$ cat config.mk
export PLATFORM = sky130hd
export DESIGN_NAME = bcd_display_controller
export DESIGN_NICKNAME = d
export VERILOG_FILES = /design/src/rtl/bcd_display_controller.sv
export SDC_FILE = /design/constraint.sdc
export NUM_CORES = 1
export LEC_CHECK = 0
export ABC_CLOCK_PERIOD_IN_PS = 2500
export BUFFER_PORTS_ARGS = -buffer_cell sky130_fd_sc_hd__buf_2
export CAP_MARGIN = 20
export CORE_ASPECT_RATIO = 0.6
export CORE_UTILIZATION = 50
export CTS_CLUSTER_DIAMETER = 120
export DETAILED_ROUTE_END_ITERATION = 16
export GPL_TIMING_DRIVEN = 0
export PLACE_DENSITY = 0.68
export RECOVER_POWER = 25
export REMOVE_ABC_BUFFERS = 1
export SETUP_SLACK_MARGIN = 0.5
export SLEW_MARGIN = 20
export SYNTH_ARGS = -nofsm -noshare
export SYNTH_HDL_FRONTEND = slang
export SYNTH_SLANG_ARGS = --single-unit
$ cat constraint.sdc
create_clock -name clk -period 2.5 [get_ports clk]
set_input_delay 0.5 -clock clk [delete_from_list [all_inputs] [get_ports clk]]
set_output_delay 0.5 -clock clk [all_outputs]
set_load 0.03 [all_outputs]
$ cat src/rtl/bcd_display_controller.sv
// Binary-to-BCD display front end: sequential double-dabble conversion with
// leading-zero blanking, overflow saturation, low-value blink and lamp test.
module bcd_display_controller #(
   parameter int BIN_W      = 12,
   parameter int DIGITS     = 4,
   parameter int BLINK_HALF = 25000000,
   parameter int WARN_LEVEL = 10,
   parameter int LZ_BLANK   = 1
) (
   input  logic                  clk,
   input  logic                  resetN,
   input  logic [BIN_W-1:0]      value,
   input  logic                  load,
   input  logic                  lampTestReq,
   output logic                  busy,
   output logic                  digitsValid,
   output logic [4*DIGITS-1:0]   hexDigits,
   output logic [DIGITS-1:0]     digitBlankN,
   output logic                  overflow,
   output logic                  LampTest,
   output logic                  darkN
);

   // state   | meaning
   // S_IDLE  | waiting for load
   // S_SHIFT | one shift-and-add-3 step per cycle, BIN_W steps
   // S_DONE  | publish result; restart at once if a load is pending
   typedef enum logic [1:0] {S_IDLE, S_SHIFT, S_DONE} state_t;

   localparam int SW = 4*DIGITS + 4;
   localparam int CW = $clog2(BIN_W + 1);
   localparam int BW = $clog2(BLINK_HALF + 1);

   function automatic logic [63:0] pow10(input int n);
      logic [63:0] p;
      p = 64'd1;
      for (int i = 0; i < n; i++) p = p * 64'd10;
      return p;
   endfunction

   localparam logic [63:0] LIMIT    = pow10(DIGITS);
   localparam logic [63:0] WARN_LIM = 64'(WARN_LEVEL);

   state_t                r_state, w_state_n;
   logic [BIN_W-1:0]      r_bin, r_cap_val, r_pend_val, w_cap_val;
   logic [SW-1:0]         r_bcd, w_adj;
   logic [SW+BIN_W-1:0]   w_sh;
   logic [CW-1:0]         r_cnt;
   logic                  r_cap_ovf, r_pend;
   logic [4*DIGITS-1:0]   r_hex;
   logic [DIGITS-1:0]     r_blank, w_lz;
   logic                  r_ovf, r_valid, r_lamp, r_dark;
   logic                  r_res_zero, r_res_warn;
   logic [BW-1:0]         r_blink_cnt, w_blink_cnt_n;
   logic                  r_phase, w_phase_n;
   logic                  w_capture, w_done, w_res_zero_n, w_res_warn_n, w_enter, w_dark_n;

   always_ff @(posedge clk or negedge resetN) begin
      if (!resetN) r_state <= S_IDLE;
      else         r_state <= w_state_n;
   end

   always_comb begin
      w_state_n = r_state;
      case (r_state)
         S_IDLE:  if (load) w_state_n = S_SHIFT;
         S_SHIFT: if (r_cnt == CW'(BIN_W-1)) w_state_n = S_DONE;
         S_DONE:  w_state_n = (load || r_pend) ? S_SHIFT : S_IDLE;
         default: w_state_n = S_IDLE;
      endcase
   end

   always_comb begin
      busy = (r_state != S_IDLE);
   end

   assign w_done    = (r_state == S_DONE);
   assign w_capture = ((r_state == S_IDLE) && load) || (w_done && (load || r_pend));
   // A load arriving in the DONE cycle is newer than anything pending.
   assign w_cap_val = load ? value : r_pend_val;

   always_comb begin
      w_adj = r_bcd;
      for (int i = 0; i <= DIGITS; i++)
         if (r_bcd[4*i +: 4] >= 4'd5) w_adj[4*i +: 4] = r_bcd[4*i +: 4] + 4'd3;
   end

   assign w_sh = {w_adj, r_bin} << 1;

   always_comb begin
      logic v_acc;
      v_acc = 1'b0;
      w_lz  = '0;
      for (int i = DIGITS-1; i >= 0; i--) begin
         v_acc   = v_acc | (r_bcd[4*i +: 4] != 4'd0);
         w_lz[i] = v_acc | (i == 0);
      end
   end

   always_ff @(posedge clk or negedge resetN) begin
      if (!resetN) begin
         r_bin      <= '0;
         r_bcd      <= '0;
         r_cnt      <= '0;
         r_cap_val  <= '0;
         r_cap_ovf  <= 1'b0;
         r_pend     <= 1'b0;
         r_pend_val <= '0;
      end else begin
         if (w_capture) begin
            r_bin     <= w_cap_val;
            r_bcd     <= '0;
            r_cnt     <= '0;
            r_cap_val <= w_cap_val;
            r_cap_ovf <= (64'(w_cap_val) >= LIMIT);
         end else if (r_state == S_SHIFT) begin
            r_bcd <= w_sh[SW+BIN_W-1:BIN_W];
            r_bin <= w_sh[BIN_W-1:0];
            r_cnt <= r_cnt + CW'(1);
         end
         if (w_done) begin
            r_pend <= 1'b0;
         end else if (load && (r_state == S_SHIFT)) begin
            r_pend     <= 1'b1;
            r_pend_val <= value;
         end
      end
   end

   assign w_res_zero_n = w_done ? (r_cap_val == '0) : r_res_zero;
   assign w_res_warn_n = w_done ? (!r_cap_ovf && (r_cap_val != '0) && (64'(r_cap_val) <= WARN_LIM))
                                : r_res_warn;
   assign w_enter      = w_done && w_res_warn_n && !r_res_warn;

   always_comb begin
      w_blink_cnt_n = r_blink_cnt + BW'(1);
      w_phase_n     = r_phase;
      if (w_enter) begin
         w_blink_cnt_n = '0;
         w_phase_n     = 1'b0;
      end else if (r_blink_cnt == BW'(BLINK_HALF-1)) begin
         w_blink_cnt_n = '0;
         w_phase_n     = ~r_phase;
      end
   end

   // darkN is computed from next-cycle result state so it lands with digitsValid.
   assign w_dark_n = lampTestReq || (!w_res_zero_n && (!w_res_warn_n || !w_phase_n));

   always_ff @(posedge clk or negedge resetN) begin
      if (!resetN) begin
         r_hex       <= '0;
         r_blank     <= '0;
         r_ovf       <= 1'b0;
         r_valid     <= 1'b0;
         r_lamp      <= 1'b0;
         r_dark      <= 1'b0;
         r_res_zero  <= 1'b1;
         r_res_warn  <= 1'b0;
         r_blink_cnt <= '0;
         r_phase     <= 1'b0;
      end else begin
         r_valid     <= w_done;
         r_lamp      <= lampTestReq;
         r_dark      <= w_dark_n;
         r_res_zero  <= w_res_zero_n;
         r_res_warn  <= w_res_warn_n;
         r_blink_cnt <= w_blink_cnt_n;
         r_phase     <= w_phase_n;
         if (w_done) begin
            r_hex   <= r_cap_ovf ? {DIGITS{4'h9}} : r_bcd[4*DIGITS-1:0];
            r_blank <= (r_cap_ovf || (LZ_BLANK == 0)) ? '1 : w_lz;
            r_ovf   <= r_cap_ovf;
         end
      end
   end

   assign digitsValid = r_valid;
   assign hexDigits   = r_hex;
   assign digitBlankN = r_blank | {DIGITS{r_lamp}};
   assign overflow    = r_ovf;
   assign LampTest    = r_lamp;
   assign darkN       = r_dark;

endmodule

==> qor.txt <==
Tot GR Track Use - 0.201
die height - 79.6 µm
worst reg-to-reg path cell count - 5
Seq/Total Area, Yosys - 0.548
die area - 10500 µm²
nets@finish - 545
RSZ-0062 raised after global routing - no
Layout Utilization - 0.605
period utilisation layout - 0.772
Post-synth top flop - dfrtp_1
cts hold-fix bufs - 0
synth cell count leaders - 109 x dfrtp_1, 57 x nor2_1, 55 x nand2_1
FMAX - 518 MHz
via/cell ratio - 5.28
largest net degree at the start of global routing - 57
relative slew slack - 0.0596
total core area - 9460 µm²
outcome - finished clean
hold_ws - 0.298 ns
grt total ovfl - 0
clock tree buffer depth - 2
top-count cell post-synth - dfrtp_1
CTS sink cnt - 110
final hold vios - 0
Final Total Pwr - 0.00609 W
TritonCTS Buffers - 9
Critical R2R Capture - darkN
Cell Pwr Density - 1060 nW/µm²
critical path data arrival time - 2.18 ns
clock insertion delay at the later pin of the skew report - 0.35 ns
RePlAce Congestion - 0.785
min Tclk post-route - 1.93 ns
average size of a mapped cell - 10.5 µm²
EDFF count, synth - 0
area growth from synthesis to layout - 13.9%
first-pass GRT wire length - 16400 µm
vias in the first global route - 3318
H-tree depth - 3
WP data required - 2.75 ns
CTS tree - yes
setup violators final - 0
crit start category - flop
flops & latches, synth - 110
num rows - 27
hold depth - 1
CP Max Fanout - 5
Setup Total Neg Slack - 0 ns
clk_skew - 0.00804 ns
worst reg2reg setup slack - 0.57 ns
peak supply drop - 559 µV
initial antenna violation count - 0
post-synthesis instance area - 5020 µm²
Chip Width - 131 µm
Hold Crit Endpoint - LampTest
synth top area cells - dfrtp_1 54%, nor2_1 4.3%, nand2_1 4.1%
Pre-Repair DR Iteration Count - 4
worst r2r src - r_blink_cnt[15]
WL/cell - 14.8 µm
area share of the largest cell type after synthesis - 0.543
Port-buffer cells - 39
Yosys Warn Count - 0
vias - 3436
Async SR Flop Fraction - 1.00
Routed WL - 9640 µm
Syn Inst Count - 479
Yosys cell types - 43
Max Cap Viol - 0
slew at the pin closest to its max-slew limit - 1.41 ns
Hold Path Class - primary input to flop
Worst Setup End Kind - flop
antenna fix cells - 0
Starting Density - 0.531
hpwl dp - 6350 µm
worst min-delay path startpoint - lampTestReq
clock-pin slew on the worst setup and hold paths - 0.07 ns
Final ANT Viol Nets - 0
area leader, netlist - dfrtp_1
I/O pin count - 41
DRC Markers - 0
critical path class - flop to flop
layout cells sized above 1 - 0.186
max-slew violations - 0
clk root buf - clkbuf_16
DRT iter0 DRCs - 188
static leakage - 2.70 nW
worst max-delay path by stage:
stage | slack [ns] | cells past startpoint | from | to
2_1_floorplan | 0.26 | 3 | r_state[0] | r_pend_val[0]
3_3_place_gp | -0.66 | 3 | r_state[0] | r_pend_val[11]
3_5_place_dp | 0.11 | 5 | r_cap_val[4] | r_blink_cnt[21]
4_1_cts | 0.45 | 5 | r_state[0] | darkN
5_1_grt | 0.51 | 5 | r_blink_cnt[15] | darkN
6_report | 0.57 | 5 | r_blink_cnt[15] | darkN
area by class of cell:
cell class / count / area, µm²
multi-input cells: 335 / 2180
flip-flops and latches: 110 / 2760
well taps: 130 / 163
inverters: 14 / 52.6
repair buffers: 46 / 287
fillers: 818 / 3740
clock inverters: 6 / 47.5
clock buffers: 10 / 239
flip-flops by register name, summed over array words and instances, names as in the netlist:
name         flops
r_res_zero       1
r_phase          1
r_res_warn       1
r_bcd           16
r_pend           1
hexDigits       16
r_cnt            4
digitsValid      1
r_state          2
r_blank          4
r_blink_cnt     25
r_bin           12
darkN            1
LampTest         1
r_cap_val       12
r_pend_val      12
kinds of logic (layout without fill, tap and decap cells):
kind of cell	count (synthesis)	count (layout)	synth area share
buffers and inverters	35	76	0.0299
other	1	1	0.000747
AO/OA/AOI/OAI	77	78	0.105
AND/OR/NAND/NOR	189	189	0.180
flip-flops	110	110	0.548
XOR/XNOR	31	31	0.0541
multiplexers	23	23	0.0488
adder cells (fa/ha/maj)	13	13	0.0324
repair_timing:
action	4_1_cts	5_1_grt
cloned	1	0
endpoints found under the setup margin	26	47
resized for setup	2	10
setup buffers	3	2
pin swaps	2	2
where the power goes:
part / internal, W / leakage (nW) / switching, W
Sequential: 0.00235 / 1.40 / 0.000426
Clock: 0.000708 / 0.139 / 0.000637
Combinational: 0.000846 / 1.16 / 0.00112
Total: 0.00390 / 2.70 / 0.00219
per-layer routing:
metal	GRT usage	part of all wire	vias up
li1	-	-	1732
met1	0.291	0.53	1642
met2	0.302	0.42	52
met3	0.0451	0.036	10
met4	0.0663	0.012	0
met5	0	0	-
placed cells by master, fill, tap and decap left out, drive strengths merged, types with 2 or more instances in the layout:
cell / instances
nor2: 57
o31ai: 7
nand3: 22
and3: 3
nand2b: 7
nand4: 8
a21oi: 14
ha: 13
buf: 44
a32o: 4
xor2: 9
or4: 3
nor3b: 5
clkbuf: 12
or2: 6
dfrtp: 109
nor3: 6
xnor2: 22
nor2b: 4
and4: 2
a221o: 10
a21o: 12
nand2: 55
nor4b: 2
mux2: 12
mux2i: 11
inv: 14
clkinv: 5
nor4: 6
o21ai: 26
critical path, cell delays in order (launching register included):
cell and delay (ns):
dfrtp_2 0.45, nor4b_2 0.28, nand4_1 0.14, or4_4 0.57, xnor2_1 0.17, a32oi_1 0.23
stage by stage:
step	worst slack, ns	instance area, µm²	cells
after detailed placement	0.110	5340	629
after global placement	-0.660	5280	627
after global routing	0.505	5720	651
after floorplan	0.257	4920	458
after CTS	0.453	5680	649
final	0.570	5720	651
No activity file was read; power rests on OpenSTA's default activity.
